$ cat src/rtl/tl_peri_regslave.sv
// TileLink-UL register responder for the peripheral domain.
// Serves Get / PutFullData / PutPartialData against a small 32-bit register
// bank and answers on channel D after a fixed, parameterised latency.
// Exactly one transaction is in flight at a time.
module tl_peri_regslave #(
    parameter int                    ADDR_WIDTH   = 32,
    parameter int                    DATA_WIDTH   = 32,
    parameter int                    MASK_WIDTH   = DATA_WIDTH / 8,
    parameter int                    SIZE_WIDTH   = 3,
    parameter int                    OPCODE_WIDTH = 3,
    parameter int                    PARAM_WIDTH  = 3,
    parameter logic [ADDR_WIDTH-1:0] BASE_ADDR    = 32'h1000_0000,
    parameter int                    NUM_REGS     = 8,
    parameter int                    RESP_LATENCY = 2,
    parameter logic [DATA_WIDTH-1:0] ID_VALUE     = 32'h7E1E_0001
) (
    input  logic                    clk,
    input  logic                    reset,
    input  logic                    a_valid,
    output logic                    a_ready,
    input  logic [OPCODE_WIDTH-1:0] a_opcode,
    input  logic [PARAM_WIDTH-1:0]  a_param,
    input  logic [SIZE_WIDTH-1:0]   a_size,
    input  logic                    a_source,
    input  logic [ADDR_WIDTH-1:0]   a_address,
    input  logic [MASK_WIDTH-1:0]   a_mask,
    input  logic [DATA_WIDTH-1:0]   a_data,
    output logic                    d_valid,
    input  logic                    d_ready,
    output logic [OPCODE_WIDTH-1:0] d_opcode,
    output logic [PARAM_WIDTH-1:0]  d_param,
    output logic [SIZE_WIDTH-1:0]   d_size,
    output logic                    d_source,
    output logic                    d_sink,
    output logic [DATA_WIDTH-1:0]   d_data,
    output logic                    d_error
);

    localparam int                      IDX_WIDTH  = $clog2(NUM_REGS);
    localparam logic [ADDR_WIDTH-1:0]   SPAN       = ADDR_WIDTH'(NUM_REGS * 4);
    localparam logic [7:0]              LOAD_VALUE = (RESP_LATENCY == 0) ? 8'd0 : 8'(RESP_LATENCY - 1);
    localparam logic [OPCODE_WIDTH-1:0] OP_PUT_FULL    = OPCODE_WIDTH'(0);
    localparam logic [OPCODE_WIDTH-1:0] OP_PUT_PARTIAL = OPCODE_WIDTH'(1);
    localparam logic [OPCODE_WIDTH-1:0] OP_GET         = OPCODE_WIDTH'(4);
    localparam logic [OPCODE_WIDTH-1:0] OP_ACK         = OPCODE_WIDTH'(0);
    localparam logic [OPCODE_WIDTH-1:0] OP_ACK_DATA    = OPCODE_WIDTH'(1);

    typedef enum logic [1:0] {IDLE, WAIT, RESP} state_t;

    state_t                  state;
    logic [7:0]              wait_cnt;
    logic [DATA_WIDTH-1:0]   regs [NUM_REGS];

    logic                    accept;
    logic                    is_get;
    logic                    is_put;
    logic                    addr_err;
    logic                    op_err;
    logic                    size_err;
    logic                    align_err;
    logic                    req_err;
    logic                    wr_en;
    logic [ADDR_WIDTH-1:0]   offset;
    logic [IDX_WIDTH-1:0]    idx;

    // a_param carries no meaning for this responder.
    logic unused_param;
    assign unused_param = ^a_param;

    assign a_ready  = (state == IDLE) && reset;
    assign accept   = a_valid && a_ready;
    assign offset   = a_address - BASE_ADDR;
    assign d_param  = '0;
    assign d_sink   = 1'b0;

    // Request decode: classify the opcode and flag range, size and alignment errors.
    // NOTE: every signal gets a value before any condition, so no path can infer a latch.
    always_comb begin
        is_get    = (a_opcode == OP_GET);
        is_put    = (a_opcode == OP_PUT_FULL) || (a_opcode == OP_PUT_PARTIAL);
        op_err    = !(is_get || is_put);
        addr_err  = (a_address < BASE_ADDR) || (offset >= SPAN);
        size_err  = (a_size > SIZE_WIDTH'(2));
        align_err = 1'b0;
        if (a_size == SIZE_WIDTH'(1)) begin
            align_err = a_address[0];
        end else if (a_size == SIZE_WIDTH'(2)) begin
            align_err = |a_address[1:0];
        end
        req_err   = addr_err || op_err || size_err || align_err;
        idx       = offset[IDX_WIDTH+1:2];
        wr_en     = accept && is_put && !req_err && (idx != '0);
    end

    // Register bank: reset restores the ID word and clears the rest; accepted writes merge by byte lane.
    // NOTE: the bank is reset explicitly because software expects registers to read 0 after reset, so it must live in flops, not RAM.
    always_ff @(posedge clk) begin
        if (!reset) begin
            for (int i = 0; i < NUM_REGS; i++) begin
                regs[i] <= (i == 0) ? ID_VALUE : '0;
            end
        end else if (wr_en) begin
            for (int b = 0; b < MASK_WIDTH; b++) begin
                if (a_mask[b]) begin
                    regs[idx][8*b +: 8] <= a_data[8*b +: 8];
                end
            end
        end
    end

    // Transaction FSM: capture the response at accept, count down the latency, hold D until taken.
    // NOTE: non-blocking assignments make the read capture see the register value from before this edge.
    always_ff @(posedge clk) begin
        if (!reset) begin
            state    <= IDLE;
            wait_cnt <= '0;
            d_valid  <= 1'b0;
            d_opcode <= '0;
            d_size   <= '0;
            d_source <= 1'b0;
            d_data   <= '0;
            d_error  <= 1'b0;
        end else begin
            case (state)
                IDLE: begin
                    if (accept) begin
                        d_opcode <= is_get ? OP_ACK_DATA : OP_ACK;
                        d_size   <= a_size;
                        d_source <= a_source;
                        d_error  <= req_err;
                        d_data   <= (is_get && !req_err) ? regs[idx] : '0;
                        if (RESP_LATENCY == 0) begin
                            state <= RESP;
                        end else begin
                            state    <= WAIT;
                            wait_cnt <= LOAD_VALUE;
                        end
                    end
                end
                WAIT: begin
                    if (wait_cnt == '0) begin
                        state <= RESP;
                    end else begin
                        wait_cnt <= wait_cnt - 8'd1;
                    end
                end
                RESP: begin
                    if (!d_valid) begin
                        d_valid <= 1'b1;
                    end else if (d_ready) begin
                        d_valid <= 1'b0;
                        state   <= IDLE;
                    end
                end
                default: state <= IDLE;
            endcase
        end
    end

endmodule

$ cat config.mk
export PLATFORM = sky130hd
export DESIGN_NAME = tl_peri_regslave
export DESIGN_NICKNAME = d
export VERILOG_FILES = /design/src/rtl/tl_peri_regslave.sv
export SDC_FILE = /design/constraint.sdc
export NUM_CORES = 1
export LEC_CHECK = 0
export CORE_MARGIN = 2
export CORE_UTILIZATION = 45
export DETAILED_ROUTE_END_ITERATION = 10
export SKIP_LAST_GASP = 1
export SLEW_MARGIN = 20
export SYNTH_ARGS = -nofsm -noshare
export SYNTH_HDL_FRONTEND = slang
export SYNTH_SLANG_ARGS = --single-unit
export TNS_END_PERCENT = 1
$ cat constraint.sdc
create_clock -name clk -period 3.4 [get_ports clk]
set_clock_uncertainty 0.05 [all_clocks]
set_input_delay 0.68 -clock clk [delete_from_list [all_inputs] [get_ports clk]]
set_output_delay 0.68 -clock clk [all_outputs]
set_load 0.03 [all_outputs]
* Yosys cells after proc, flatten, opt, wreduce, memory -nomap -nowiden
Memories as Yosys holds them, arrays and structs flattened. Index checks and enable logic that the tools add are counted.
Operators by class: add/sub/neg operators 2, $mul 0, divide/modulo/power cells 0, magnitude comparators 3, eq/ne operators 11, shift-type cells 0, multiplexer cells 34, bitwise operators 0, reduce and logical (&&, ||, !) cells 24
Operators with widths (count):
- $mux 32 | 2
- $ge 32x6->1 const B | 1
- $lt 32x29->1 const B | 1
- $reduce_or 32->1 | 1
- $sub 32x29->32 const B | 1
- $mux 1 | 22
- $mux 8 | 2
- $pmux 8 s2 | 1
- $ne 2x2->1 const B | 5
- $logic_not 8->1 | 1
- $mux 2 | 4
- $sub 8x1->8 const B | 1
- $eq 3x1->1 const B | 2
- $logic_and 1x1->1 | 6
- $logic_or 1x1->1 | 6
- $pmux 2 s3 | 1
- $mux 4 | 1
- $reduce_and 4->1 | 1
- $eq 3x2->1 const B | 1
- $eq 3x3->1 const B | 1
- $gt 3x2->1 const B | 1
- $logic_not 3->1 | 1
- $mux 3 | 1
- $reduce_and 3->1 | 1
- other kinds (8) | 9
Word-level totals: register bits 51, bits in latches 0, memory bits (writable) 256, bits in read-only memories 0, output and inout bits 46, logic and storage cells 83, memories kept 1
Memories:
- regs | words 8, width 32, rd ports 1, clocked after Yosys merged registers in 0, wr ports 8, line 52 | logic [DATA_WIDTH-1:0] regs [NUM_REGS];

* Logic depth before layout (Yosys ltp)
Gate-level depths: netlist of run 1.
depth after elaboration 15, depth in mapped cells 7

* Worst setup path after synthesis of run 1
OpenSTA, ideal clock, no wires.
kind input -> register, from in reset, to mem regs[1][10], enable pin, library setup time 0.398 ns, arrival time 2.672 ns, required time 2.952 ns, setup slack 0.280 ns, stages 7, buffers on the path 3, cells stage by stage buf_2 nand4bb_1 buf_2 nor2_1 nand4_1 clkbuf_1 o41ai_1
RTL lines:
- start, declared | line 18 | input logic reset,
- end, declared | line 52

==> results of run 1 <==
-- layout make-up --
class                   count  area [µm²]
multi-input cells         696        4980
inverters                  44         165
clock inverters             8        65.1
clock buffers              52         960
repair buffers            210        1900
flip-flops and latches    305        8670
fillers                  2668       14100
well taps                 402         503
-- sequential cells by signal, indices dropped and copies added, names as in the netlist --
signal / count
d_data: 32
d_error: 1
d_opcode: 1
d_size: 3
d_source: 1
d_valid: 1
regs: 256
state: 2
wait_cnt: 8
-- worst reg2reg max path, stage by stage, from the launching register on --
cell       delay (ps)
dfxtp_1           380
nand4bb_1         240
or2_4             380
or4_4             600
o21ai_2           490
-- metal layers --
layer,share of wire,global-route usage,routed length (µm)
met2,0.47,0.407,19200
met5,0.00032,0,13
met4,0.021,0.0589,841
met1,0.43,0.346,17400
met3,0.086,0.0481,3530
-- power by group through the flow --
stage          Combinational [mW]  Sequential [mW]  Clock, mW
2_1_floorplan               0.491             4.30          0
3_3_place_gp                0.875             4.31          0
3_5_place_dp                0.882             4.31          0
4_1_cts                     0.885             4.23       3.48
5_1_grt                     0.955             4.24       3.64
6_report                    0.889             4.23       3.45
-- per-stage QoR --
step | hold slack (ps) | util | total power, mW | instance area (µm²) | worst slack (ps)
final | 406 | 0.551 | 8.57 | 17200 | 533
after global routing | 426 | 0.551 | 8.84 | 17200 | 312
after CTS | 411 | 0.551 | 8.60 | 17200 | 517
after detailed placement | 397 | 0.518 | 5.19 | 16200 | 25.1
after global placement | 391 | 0.518 | 5.18 | 16200 | 126
after floorplan | 388 | - | 4.79 | 14300 | 280
-- logic make-up (layout without fill, tap and decap cells) --
logic type	Yosys count	count (layout)
compound gates	172	172
fa+ha+maj	2	2
buf+inv	181	314
flops	305	305
mux	65	65
other cells	2	38
simple gates	419	419
-- layout by cell type, fill, tap and decap left out, drive strengths merged, types with 10 or more instances in the layout --
cell,n
o221ai,39
o21ai,33
clkdlybuf4s50,113
edfxtp,256
clkbuf,52
o221a,10
a22o,15
nor4,198
nand2,105
o22ai,15
o41ai,17
a21oi,12
buf,97
mux2,19
dfxtp,49
conb,38
nor2,15
mux4,20
nor3,40
inv,44
mux2i,26
-- how the worst min path moves through the flow --
stage                                   startpoint                       end  slack [ps]  cells past startpoint
after global routing      d_opcode[0]$_SDFFE_PN0P_  d_opcode[0]$_SDFFE_PN0P_         430                      1
final                      d_data[12]$_SDFFE_PN0P_   d_data[12]$_SDFFE_PN0P_         410                      2
after floorplan           wait_cnt[5]$_SDFFE_PN0P_  wait_cnt[5]$_SDFFE_PN0P_         390                      2
after CTS                 d_opcode[0]$_SDFFE_PN0P_  d_opcode[0]$_SDFFE_PN0P_         410                      1
after detailed placement   d_data[10]$_SDFFE_PN0P_   d_data[10]$_SDFFE_PN0P_         400                      2
after global placement      d_data[2]$_SDFFE_PN0P_    d_data[2]$_SDFFE_PN0P_         390                      2
==> impl_metrics.json, run 1 <==
{
  "status": "complete, no violations",
  "maxCapViolations": 0,
  "core_area_um2": 31300,
  "synth_seq_area_share": 0.610,
  "totalWireLength_um": 40900,
  "rr_worst_depth": 4,
  "swShare": 0.237,
  "combinationalPowerShare": 0.104,
  "synth.mux.area_fraction": 0.0651,
  "synth_area_um2": 14200,
  "worstReg2RegStart": "state[1]$_SDFFE_PN0P_",
  "dp_cells": 1657,
  "p_int_mw": 6.53,
  "p_leak_nw": 5.81,
  "io_pins": 128,
  "crit_chain": "clkdlybuf4s50_1 -> nor4_1 -> and4_1 -> nand4_1 -> buf_12 -> o41ai_1 -> buf_4",
  "finalSetupTns_ps": 0,
  "synthAdderAreaFrac": 0.00176,
  "hold_violations": 0,
  "fin_cells": 1717,
  "htreeDepth": 2,
  "path_buf_inv": 3,
  "path_delay_family": "simple AND/OR/NAND/NOR gates",
  "p_per_area_nw_per_um2": 497,
  "root_buffer": "clkbuf_16",
  "postCtsHoldBufs": 0,
  "clockPowerShare": 0.402,
  "slew_viol_final": 0,
  "yosys_warnings": 0,
  "critical_path_class": "in2reg",
  "post_cts_resized": 0,
  "pwr-share-seq": 0.494,
  "worst_slew_pin_slew_ps": 714,
  "synthCells": 1146,
  "grt_pass1_wl_um": 62800,
  "syn_avg_cell_area_um2": 12.4,
  "ys_ff_latch": 305,
  "crit_cells": 7,
  "synth_xor_area_frac": 0,
  "port_buffers": 118,
  "cts_tree": "yes",
  "grt_max_degree": 52,
  "worst_path_largest_cell_delay_ps": 470,
  "cp-endpoint": "regs[1][11]$_SDFFCE_PN0P_",
  "synth_compound_area_frac": 0.0929,
  "crit_fanout": 24,
  "peakVddDrop_uv": 261,
  "endpoint_kind": "flip-flop",
  "finalWorstPathRequiredPeriod_ps": 2870,
  "async_reset_ff_frac": 0,
  "synth_top_family_by_area": "simple AND/OR/NAND/NOR gates",
  "crit_arrival_ps": 3040,
  "routedWlPerCell_um": 23.8,
  "yosys-top-cells-area": "edfxtp_1 54%, nor4_1 8.7%, dfxtp_1 6.9%",
  "vias_per_cell": 6.12,
  "drtIter0Drc": 993,
  "yosys_most_used_dff": "edfxtp_1",
  "synth-simple-area-share": 0.175,
  "synth_area_leader_cell": "edfxtp_1",
  "synth_common_cells": "256 x edfxtp_1, 198 x nor4_1, 105 x nand2_1",
  "die-area_um2": 33000,
  "drc": 0,
  "relSlewSlack": 0.524,
  "ctsLongestPathBuffers": 3,
  "clk_transition_reported_paths_ps": 60,
  "numCtsBuffers": 34,
  "placementRows": 65,
  "grt_use_total": 0.249,
  "clock_latency_ps": 510,
  "dr.pass1.iters": 5,
  "cp-start-kind": "primary input",
  "synth_most_common_cell": "edfxtp_1",
  "clock.fmax_ghz": 0.349,
  "ant_nets": 0,
  "die_width_um": 182,
  "setup_viol": 0,
  "vias": 10500,
  "layout-drive-gt1-share": 0.186,
  "worstPathRequired_ps": 3570,
  "finalCritPeriodShare": 0.843,
  "grt_pass1_vias": 10300,
  "critical_path.startpoint": "a_address[14]",
  "regToRegEndpoint": "regs[4][11]$_SDFFCE_PN0P_",
  "post_cts_buffers": 0,
  "place_congestion": 0.804,
  "fp.dieH_um": 182,
  "synth_edf_count": 256,
  "final_nets": 1375,
  "diodes": 0,
  "syn_to_final_growth_pct": 21.4,
  "post-dp-hpwl_um": 27300,
  "clock_sinks": 305,
  "start_util": 0.454,
  "slowest_stage": "o41ai_1",
  "rrSetupSlack_ps": 900,
  "gr-total-overflow": 0,
  "synth_top_cell_area_share": 0.541,
  "rsz0062_at_grt": "false",
  "synthDistinctLibCells": 55,
  "p_switching_mw": 2.03,
  "hold_path.class": "reg2reg",
  "antenna_found_initial": 1
}
No activity file was read; power rests on OpenSTA's default activity.
==> run 2: changes to the inputs <==
--- a/config.mk
+++ b/config.mk
@@ -8,6 +8,7 @@
 export CORE_MARGIN = 2
 export CORE_UTILIZATION = 45
 export DETAILED_ROUTE_END_ITERATION = 10
+export PLACE_DENSITY = 0.67
 export SKIP_LAST_GASP = 1
 export SLEW_MARGIN = 20
 export SYNTH_ARGS = -nofsm -noshare
==> constraint.sdc (replaced) <==
create_clock -name clk -period 2.5 [get_ports clk]
set_clock_uncertainty 0.05 [all_clocks]
set_input_delay 0.5 -clock clk [delete_from_list [all_inputs] [get_ports clk]]
set_output_delay 0.5 -clock clk [all_outputs]
set_load 0.03 [all_outputs]
==> impl_metrics.json, run 2 (synthesized netlist as in run 1, its figures left out) <==
{
  "dr.pass1.iters": 7,
  "regToRegEndpoint": "regs[6][18]$_SDFFCE_PN0P_",
  "utilization": 0.572,
  "finalWorstPathRequiredPeriod_ps": 2340,
  "rrSetupSlack_ps": 310,
  "io_pins": 128,
  "setup_viol": 0,
  "layout_commonest_cell": "edfxtp_1",
  "p_per_area_nw_per_um2": 664,
  "vias": 10800,
  "hold_violations": 0,
  "vias_per_cell": 6.11,
  "root_buffer": "clkbuf_16",
  "ant_nets": 0,
  "totalWireLength_um": 41200,
  "finalSetupTns_ps": 0,
  "grt_pass1_wl_um": 63400,
  "top_register": "regs",
  "crit_cells": 8,
  "worst_hold_slack_ps": 404,
  "worstHoldStart": "d_data[30]$_SDFFE_PN0P_",
  "gr-total-overflow": 0,
  "cts_tree": "yes",
  "p_switching_mw": 2.84,
  "post_cts_buffers": 0,
  "rsz0062_at_grt": "false",
  "maxCapViolations": 0,
  "postCtsHoldBufs": 0,
  "numCtsBuffers": 31,
  "final_nets": 1427,
  "crit_fanout": 23,
  "worstReg2RegStart": "state[0]$_SDFFE_PN0P_",
  "place_congestion": 0.868,
  "path_delay_family": "buffers and inverters",
  "critical_path.startpoint": "a_size[2]",
  "routedWlPerCell_um": 23.3,
  "cp-start-kind": "primary input",
  "crit_chain": "clkdlybuf4s50_1 -> nor4_1 -> and3_2 -> nand4_1 -> buf_12 -> buf_4 -> o31ai_1 -> buf_4",
  "critical_path_class": "in2reg",
  "worst_slew_pin_slew_ps": 771,
  "htreeDepth": 1,
  "layout_common_cells": "256 x edfxtp_1, 198 x nor4_1, 135 x buf_4",
  "die_width_um": 182,
  "slowest_stage": "clkdlybuf4s50_1",
  "path_buf_inv": 4,
  "drtIter0Drc": 1229,
  "top_regs": "regs x256, d_data x32, wait_cnt x8",
  "post-dp-hpwl_um": 28300,
  "fp.dieH_um": 182,
  "grt_max_degree": 65,
  "combinationalPowerShare": 0.107,
  "swShare": 0.239,
  "min_delay_path_depth": 2,
  "start_util": 0.454,
  "peakVddDrop_uv": 602,
  "clock.fmax_ghz": 0.428,
  "hold_end": "d_data[30]$_SDFFE_PN0P_",
  "diodes": 0,
  "largest_register_ffs": 256,
  "p_int_mw": 9.05,
  "clock_sinks": 305,
  "fillerInstances": 2568,
  "grt_pass1_vias": 10800,
  "finalCritPeriodShare": 0.935,
  "port_buffers": 118,
  "clk_transition_reported_paths_ps": 60,
  "post_cts_resized": 0,
  "placementRows": 65,
  "core_area_um2": 31300,
  "fin_cells": 1770,
  "dp_cells": 1712,
  "hold_path.class": "reg2reg",
  "finalPower_mw": 11.9,
  "worst_path_largest_cell_delay_ps": 440,
  "p_leak_nw": 6.18,
  "slew_viol_final": 0,
  "clock_latency_ps": 590,
  "worst_path_most_repeated_cell": "buf_4",
  "die-area_um2": 33000,
  "drc": 0,
  "layout-drive-gt1-share": 0.233,
  "relSlewSlack": 0.485,
  "clockPowerShare": 0.409,
  "antenna_found_initial": 0,
  "crit_arrival_ps": 2560,
  "worstPathRequired_ps": 2730,
  "status": "complete, no violations",
  "rr_worst_depth": 8,
  "pwr-share-seq": 0.484,
  "ctsLongestPathBuffers": 3,
  "endpoint_kind": "flip-flop",
  "grt_use_total": 0.248,
  "syn_to_final_growth_pct": 26.1
}
## run 2: cell count changes in the layout (fill, tap and decap cells not counted), moves of 2 or more
cell	previous run	this run
buf_4	90	135
o41ai_1	11	2
clkbuf_1	15	6
inv_4	0	2
buf_12	4	14
clkinv_2	3	7
clkbuf_8	2	4
o41ai_2	6	15
clkinv_1	4	2
## run 2: worst max-delay path by stage
stage | endpoint
floorplan | regs[5][24]$_SDFFCE_PN0P_
global placement | regs[6][19]$_SDFFCE_PN0P_
detailed placement | regs[5][12]$_SDFFCE_PN0P_
CTS | regs[6][18]$_SDFFCE_PN0P_
global route | regs[5][29]$_SDFFCE_PN0P_
finish | regs[6][18]$_SDFFCE_PN0P_
## run 2: metal layers
metal	track usage	vias to the layer above	share of wire
met5	0	-	0
met4	0.0780	0	0.030
met3	0.0397	86	0.093
met2	0.403	564	0.47
met1	0.344	5233	0.41
li1	-	4932	-
## run 2: cell type report
class	instances	area, µm²	share of cell area
clock inverter	13	131	0.00734
inverter	44	165	0.00922
timing repair buffer	265	2440	0.136
tap	402	503	0.0281
sequential	305	8670	0.484
clock buffer	45	953	0.0532
multi-input combinational	696	5040	0.282
## run 2: worst min-delay path, cell delays in order, from the launching register on
cell	delay (ps)
dfxtp_1	320
nand2_1	50
o21ai_0	50
## run 2: power by group through the flow
stage / combinational, mW / sequential, mW / clock, mW
floorplan: 0.678 / 5.85 / 0
global placement: 1.23 / 5.85 / 0
detailed placement: 1.25 / 5.86 / 0
CTS: 1.26 / 5.75 / 4.91
global route: 1.35 / 5.77 / 5.11
finish: 1.27 / 5.75 / 4.87
## run 2: stage by stage
stage / worst slack [ps] / area (µm²)
floorplan: -244 / 14400
global placement: -440 / 16800
detailed placement: -466 / 16800
CTS: 95.3 / 17900
global route: 57.5 / 17900
finish: 163 / 17900
